==> config.mk <==
export PLATFORM = sky130hd
export DESIGN_NAME = hamming_secded_stream_decoder_flat
export DESIGN_NICKNAME = d
export VERILOG_FILES = /design/src/rtl/hamming_secded_stream_decoder_if.sv /design/src/rtl/hamming_secded_stream_decoder.sv /design/src/flat_wrapper.sv
export SDC_FILE = /design/constraint.sdc
export NUM_CORES = 1
export LEC_CHECK = 0
export CAP_MARGIN = 20
export CORE_MARGIN = 10
export CORE_UTILIZATION = 40
export DETAILED_ROUTE_END_ITERATION = 7
export DONT_BUFFER_PORTS = 1
export SYNTH_ARGS = -nofsm -noshare
export SYNTH_HDL_FRONTEND = slang
export SYNTH_SLANG_ARGS = --single-unit
==> constraint.sdc <==
create_clock -name clk -period 2 [get_ports clk]
set_input_delay 0.3 -clock clk [delete_from_list [all_inputs] [get_ports clk]]
set_output_delay 0.3 -clock clk [all_outputs]
set_load 0.01 [all_outputs]
==> src/rtl/hamming_secded_stream_decoder_if.sv <==
// Stream bundle for the SECDED decoder: codeword in, corrected word out.
// Parity count and codeword width are derived from DATA_W.
interface hamming_secded_stream_decoder_if #(
    parameter int DATA_W = 4
);
    function automatic int calc_p(input int dw);
        int p;
        p = 0;
        for (int k = 1; k < 8; k++)
            if (p == 0 && (1 << k) >= dw + k + 1) p = k;
        return p;
    endfunction

    localparam int P      = calc_p(DATA_W);
    localparam int CODE_W = DATA_W + P + 1;

    logic              in_valid;
    logic              in_ready;
    logic [CODE_W-1:0] in_code;
    logic              out_valid;
    logic              out_ready;
    logic [DATA_W-1:0] out_data;
    logic [1:0]        out_status;
    logic [P-1:0]      out_syndrome;

    modport slave (
        input  in_valid, in_code, out_ready,
        output in_ready, out_valid, out_data, out_status, out_syndrome
    );

    modport master (
        output in_valid, in_code, out_ready,
        input  in_ready, out_valid, out_data, out_status, out_syndrome
    );
endinterface

==> src/rtl/hamming_secded_stream_decoder.sv <==
// Two-stage pipelined SECDED Hamming decoder with valid/ready back-pressure
// and saturating corrected/uncorrectable word counters.
module hamming_secded_stream_decoder #(
    parameter int DATA_W  = 4,
    parameter int COUNT_W = 16
) (
    input  logic                            clk,
    input  logic                            rst,
    hamming_secded_stream_decoder_if.slave  bus,
    input  logic                            clr_counts,
    output logic [COUNT_W-1:0]              corr_count,
    output logic [COUNT_W-1:0]              uncorr_count
);
    function automatic int calc_p(input int dw);
        int p;
        p = 0;
        for (int k = 1; k < 8; k++)
            if (p == 0 && (1 << k) >= dw + k + 1) p = k;
        return p;
    endfunction

    // Hamming position of data bit j: the j-th non-power-of-two position.
    function automatic int data_pos(input int j);
        int cnt;
        int pos;
        cnt = 0;
        pos = 0;
        for (int i = 3; i < 128; i++) begin
            if ((i & (i - 1)) != 0) begin
                if (cnt == j && pos == 0) pos = i;
                cnt++;
            end
        end
        return pos;
    endfunction

    localparam int P      = calc_p(DATA_W);
    localparam int CODE_W = DATA_W + P + 1;

    logic              adv;
    logic [P-1:0]      syn_c;
    logic              pe_c;
    logic              s1_valid;
    logic [CODE_W-1:0] s1_code;
    logic [P-1:0]      s1_syn;
    logic              s1_pe;
    logic [31:0]       syn_w;
    logic [CODE_W-1:0] fixed;
    logic [1:0]        status_c;
    logic [DATA_W-1:0] data_c;
    logic              out_valid_r;
    logic [DATA_W-1:0] data_r;
    logic [1:0]        status_r;
    logic [P-1:0]      syn_r;
    logic              hs;

    // Handshake: a word moves on an edge where valid & ready are both high.
    // Both stages advance together whenever the output slot is empty or
    // being drained, so in_ready never depends on in_valid or in_code.
    assign adv          = bus.out_ready | ~out_valid_r;
    assign bus.in_ready = adv;

    always_comb begin
        syn_c = '0;
        for (int i = 1; i < CODE_W; i++)
            for (int k = 0; k < P; k++)
                if (((i >> k) & 1) == 1) syn_c[k] = syn_c[k] ^ bus.in_code[i-1];
        pe_c = ^bus.in_code;
    end

    always_comb begin
        syn_w    = 32'(s1_syn);
        fixed    = s1_code;
        status_c = 2'b00;
        if (s1_syn == '0) begin
            status_c = s1_pe ? 2'b01 : 2'b00;
        end else if (!s1_pe) begin
            status_c = 2'b10;
        end else if (syn_w <= 32'(CODE_W - 1)) begin
            status_c = 2'b01;
            for (int i = 1; i < CODE_W; i++)
                if (syn_w == 32'(i)) fixed[i-1] = ~s1_code[i-1];
        end else begin
            // Syndrome beyond the codeword: only reachable on shortened codes.
            status_c = 2'b10;
        end
    end

    for (genvar gj = 0; gj < DATA_W; gj++) begin : g_data
        localparam int POS = data_pos(gj);
        assign data_c[gj] = fixed[POS-1];
    end

    always_ff @(posedge clk or posedge rst) begin
        if (rst) begin
            s1_valid    <= 1'b0;
            s1_code     <= '0;
            s1_syn      <= '0;
            s1_pe       <= 1'b0;
            out_valid_r <= 1'b0;
            data_r      <= '0;
            status_r    <= 2'b00;
            syn_r       <= '0;
        end else if (adv) begin
            s1_valid    <= bus.in_valid;
            s1_code     <= bus.in_code;
            s1_syn      <= syn_c;
            s1_pe       <= pe_c;
            out_valid_r <= s1_valid;
            data_r      <= data_c;
            status_r    <= status_c;
            syn_r       <= s1_syn;
        end
    end

    assign bus.out_valid    = out_valid_r;
    assign bus.out_data     = data_r;
    assign bus.out_status   = status_r;
    assign bus.out_syndrome = syn_r;

    assign hs = out_valid_r & bus.out_ready;

    always_ff @(posedge clk or posedge rst) begin
        if (rst) begin
            corr_count   <= '0;
            uncorr_count <= '0;
        end else if (clr_counts) begin
            corr_count   <= '0;
            uncorr_count <= '0;
        end else if (hs) begin
            if (status_r == 2'b01 && corr_count != '1)
                corr_count <= corr_count + COUNT_W'(1);
            if (status_r == 2'b10 && uncorr_count != '1)
                uncorr_count <= uncorr_count + COUNT_W'(1);
        end
    end
endmodule

==> src/flat_wrapper.sv <==
// flat-port wrapper written by rule: the top's interface ports become plain ports
module hamming_secded_stream_decoder_flat 
#(
    parameter int DATA_W  = 4,
    parameter int COUNT_W = 16
)
  (clk, rst, clr_counts, corr_count, uncorr_count, bus_in_valid, bus_in_code, bus_out_ready, bus_in_ready, bus_out_valid, bus_out_data, bus_out_status, bus_out_syndrome);
  hamming_secded_stream_decoder_if #(.DATA_W(DATA_W)) bus_i ();
  input  logic clk;
  input  logic rst;
  input  logic clr_counts;
  output logic [COUNT_W-1:0] corr_count;
  output logic [COUNT_W-1:0] uncorr_count;
  input wire logic [$bits(bus_i.in_valid)-1:0] bus_in_valid;
  input wire logic [$bits(bus_i.in_code)-1:0] bus_in_code;
  input wire logic [$bits(bus_i.out_ready)-1:0] bus_out_ready;
  output wire logic [$bits(bus_i.in_ready)-1:0] bus_in_ready;
  output wire logic [$bits(bus_i.out_valid)-1:0] bus_out_valid;
  output wire logic [$bits(bus_i.out_data)-1:0] bus_out_data;
  output wire logic [$bits(bus_i.out_status)-1:0] bus_out_status;
  output wire logic [$bits(bus_i.out_syndrome)-1:0] bus_out_syndrome;
  assign bus_i.in_valid = bus_in_valid;
  assign bus_i.in_code = bus_in_code;
  assign bus_i.out_ready = bus_out_ready;
  assign bus_in_ready = bus_i.in_ready;
  assign bus_out_valid = bus_i.out_valid;
  assign bus_out_data = bus_i.out_data;
  assign bus_out_status = bus_i.out_status;
  assign bus_out_syndrome = bus_i.out_syndrome;
  hamming_secded_stream_decoder #(.DATA_W(DATA_W), .COUNT_W(COUNT_W)) u_core (.clk(clk), .rst(rst), .bus(bus_i), .clr_counts(clr_counts), .corr_count(corr_count), .uncorr_count(uncorr_count));
endmodule
==> out/metrics.yaml <==
clk_latency_ps: 310
hold_path_class: "primary input to flip-flop"
cts.sinks: 51
period_needed_ps: 1790
worstSetupStartpointType: "flip-flop"
ios: 56
synth_top_area_share_pct: 47.4
tightest_slew_ps: 552
vias_per_cell: 5.33
num_rows: 29
end_kind: "flip-flop"
critical_path_class: "flip-flop to flip-flop"
synthFlopType: "dfrtp_1"
cp_data_required_time_ps: 2240
grt_overflow: 0
grt_pass1_wl_mm: 10.1
drt_iter0_markers: 86
path_clk_slew_ps: 100
fin_nets: 320
final_cells: 383
cts_tree: "built"
p_sw_share_pct: 29.8
wirelength_mm: 5.98
cts.path.max_buffers: 2
slew_viol_final: 0
initial_core_util_pct: 41.7
maxSlewHeadroom_pct: 63.2
placed_cells: 374
synth_most_common_cell: "dfrtp_1"
vdd_drop_max_mv: 0.445
seqPwrFrac_pct: 56.3
cp_data_arrival_time_ps: 2030
cp_max_fo: 5
num_vias: 2043
drive_gt1_share_pct: 14.1
finalCritPeriodShare_pct: 89.7
coreArea_um2: 6460
setup-violations-final: 0
holdWs_ps: 43.6
async_flop_share_pct: 100
grt_max_degree: 35
gp_congestion: 0.801
status: "complete, no violations"
synth_area_per_cell_um2: 9.35
netlist_top_cells_area: "dfrtp_1 47%, xnor2_1 7.5%, nand2_1 7.0%"
synth_edf_count: 0
antenna_found_initial: 0
io_buffer_count: 0
synth.top_cells.by_count: "51 x dfrtp_1, 50 x nand2_1, 32 x nor2_1"
synth_area_um2: 2690
fmax_mhz: 558
synth_fp_nets: 303
leakagePower_nw: 1.27
clock_skew_ps: 13.1
firstDrtPassIters: 4
drv_cap: 0
cts_root_buf: "clkbuf_8"
diodes: 0
drc: 0
grt_pass1_vias: 2086
die_y_um: 102
p_clk_share_pct: 28.9
synth_top_area_cell: "dfrtp_1"
ant_nets: 0
finalHoldViolCount: 0
setup_tns_ps: 0
pwr_density_cell_nw_per_um2: 742
numCtsBuffers: 5
wl_per_cell_um: 15.6
rsz0062_at_grt: "no"
comb_power_share_pct: 14.8
synth_seq_cells: 51
synth_warnings: 0
dieWidth_um: 102
ys_types: 43
power.internal_w: 0.00156
h-tree-depth: 2
die_area_um2: 10400
synthToLayoutAreaGrowth_pct: 11.4
syn_inst: 288
p_sw_w: 0.000662
seq_area_frac_synth_pct: 47.4
dp_hpwl_mm: 4.53
grt_usage_pct: 11.9
[through the flow]
stage	total power (W)	util [%]	setup slack, ps	instance area, µm²
6_report	0.00223	46.4	207	3000
3_3_place_gp	0.00160	44.8	254	2890
4_1_cts	0.00226	46.4	165	3000
2_1_floorplan	0.00149	-	190	2690
3_5_place_dp	0.00161	44.8	206	2890
5_1_grt	0.00237	46.4	58.1	3000
[layout by cell type (no fill, tap or decap), types with 2 or more instances in the layout]
cell type,count
nand3_2,2
clkbuf_8,6
and4_1,4
nor3_1,7
nand3_1,7
buf_4,20
nand4_1,14
a211oi_2,2
nand2b_1,2
nand4b_1,5
mux2i_1,3
ha_1,2
o21ai_0,14
dfrtp_1,51
nor2b_1,2
nand2_1,50
nor2_1,32
or2_2,2
nor4_1,2
inv_1,5
and2_1,4
xor2_1,12
or3_1,2
xnor2_1,23
a21oi_1,13
[area by class of cell]
class / count / area (µm²)
Timing Repair Buffer: 22 / 180
Fill cell: 631 / 3460
Sequential cell: 51 / 1280
Clock buffer: 6 / 82.6
Clock inverter: 2 / 16.3
Multi-Input combinational cell: 219 / 1330
Tap cell: 77 / 96.3
Inverter: 6 / 22.5
[critical path, cell delays in order (launching register included)]
cell,delay (ps)
dfrtp_1,410
nand4b_1,310
nor3_1,330
nand3_1,170
or3_1,370
a21oi_1,140
[sequential cells by signal, indices dropped and copies added, names as in the netlist]
signal and cells:
u_core.bus.out_data 4, u_core.bus.out_status 2, u_core.bus.out_syndrome 3, u_core.bus.out_valid 1, u_core.corr_count 16, u_core.s1_code 4, u_core.s1_pe 1, u_core.s1_syn 3
u_core.s1_valid 1, u_core.uncorr_count 16
[power groups by stage]
stage                     logic (W)  clock network (W)  registers (W)
after floorplan            0.000224                  0        0.00127
after global placement     0.000331                  0        0.00127
after detailed placement   0.000337                  0        0.00128
after CTS                  0.000340           0.000667        0.00126
after global routing       0.000384           0.000706        0.00128
final                      0.000330           0.000642        0.00125
[cell families after synthesis]
kind of cell | share of synthesized area (%)
xor+xnor | 11.4
mux | 1.12
flops | 47.4
fa+ha+maj | 0.929
buf+inv | 3.39
simple gates | 28.6
compound gates | 7.16
[worst paths after layout]
kind | slack (ps) | endpoint | startpoint | cells past startpoint
min reg2reg | 480 | u_core.bus.out_valid | u_core.s1_valid | 1
max reg2reg | 210 | u_core.corr_count[13] | u_core.bus.out_status[1] | 5
max | 210 | u_core.corr_count[13] | u_core.bus.out_status[1] | 5
max in group asynchronous | 970 | u_core.bus.out_status[0] | rst | 3
min | 40 | u_core.uncorr_count[13] | clr_counts | 1
min in group asynchronous | 500 | u_core.s1_code[5] | rst | 2
[what timing repair did]
action                                 4_1_cts  5_1_grt
resized for setup                            0        0
setup buffers                                0        0
endpoints found under the hold margin       24        0
hold buffers                                 1        0
[metal layers]
metal	up-vias	part of all wire [%]	routed length (µm)	track usage, %
li1	1024	-	-	-
met1	954	43	2540	14.0
met2	56	46	2760	19.1
met3	9	9.9	594	5.20
met4	0	1.4	81	4.12
met5	-	0	0	0
(Power assumes the default switching activity.)
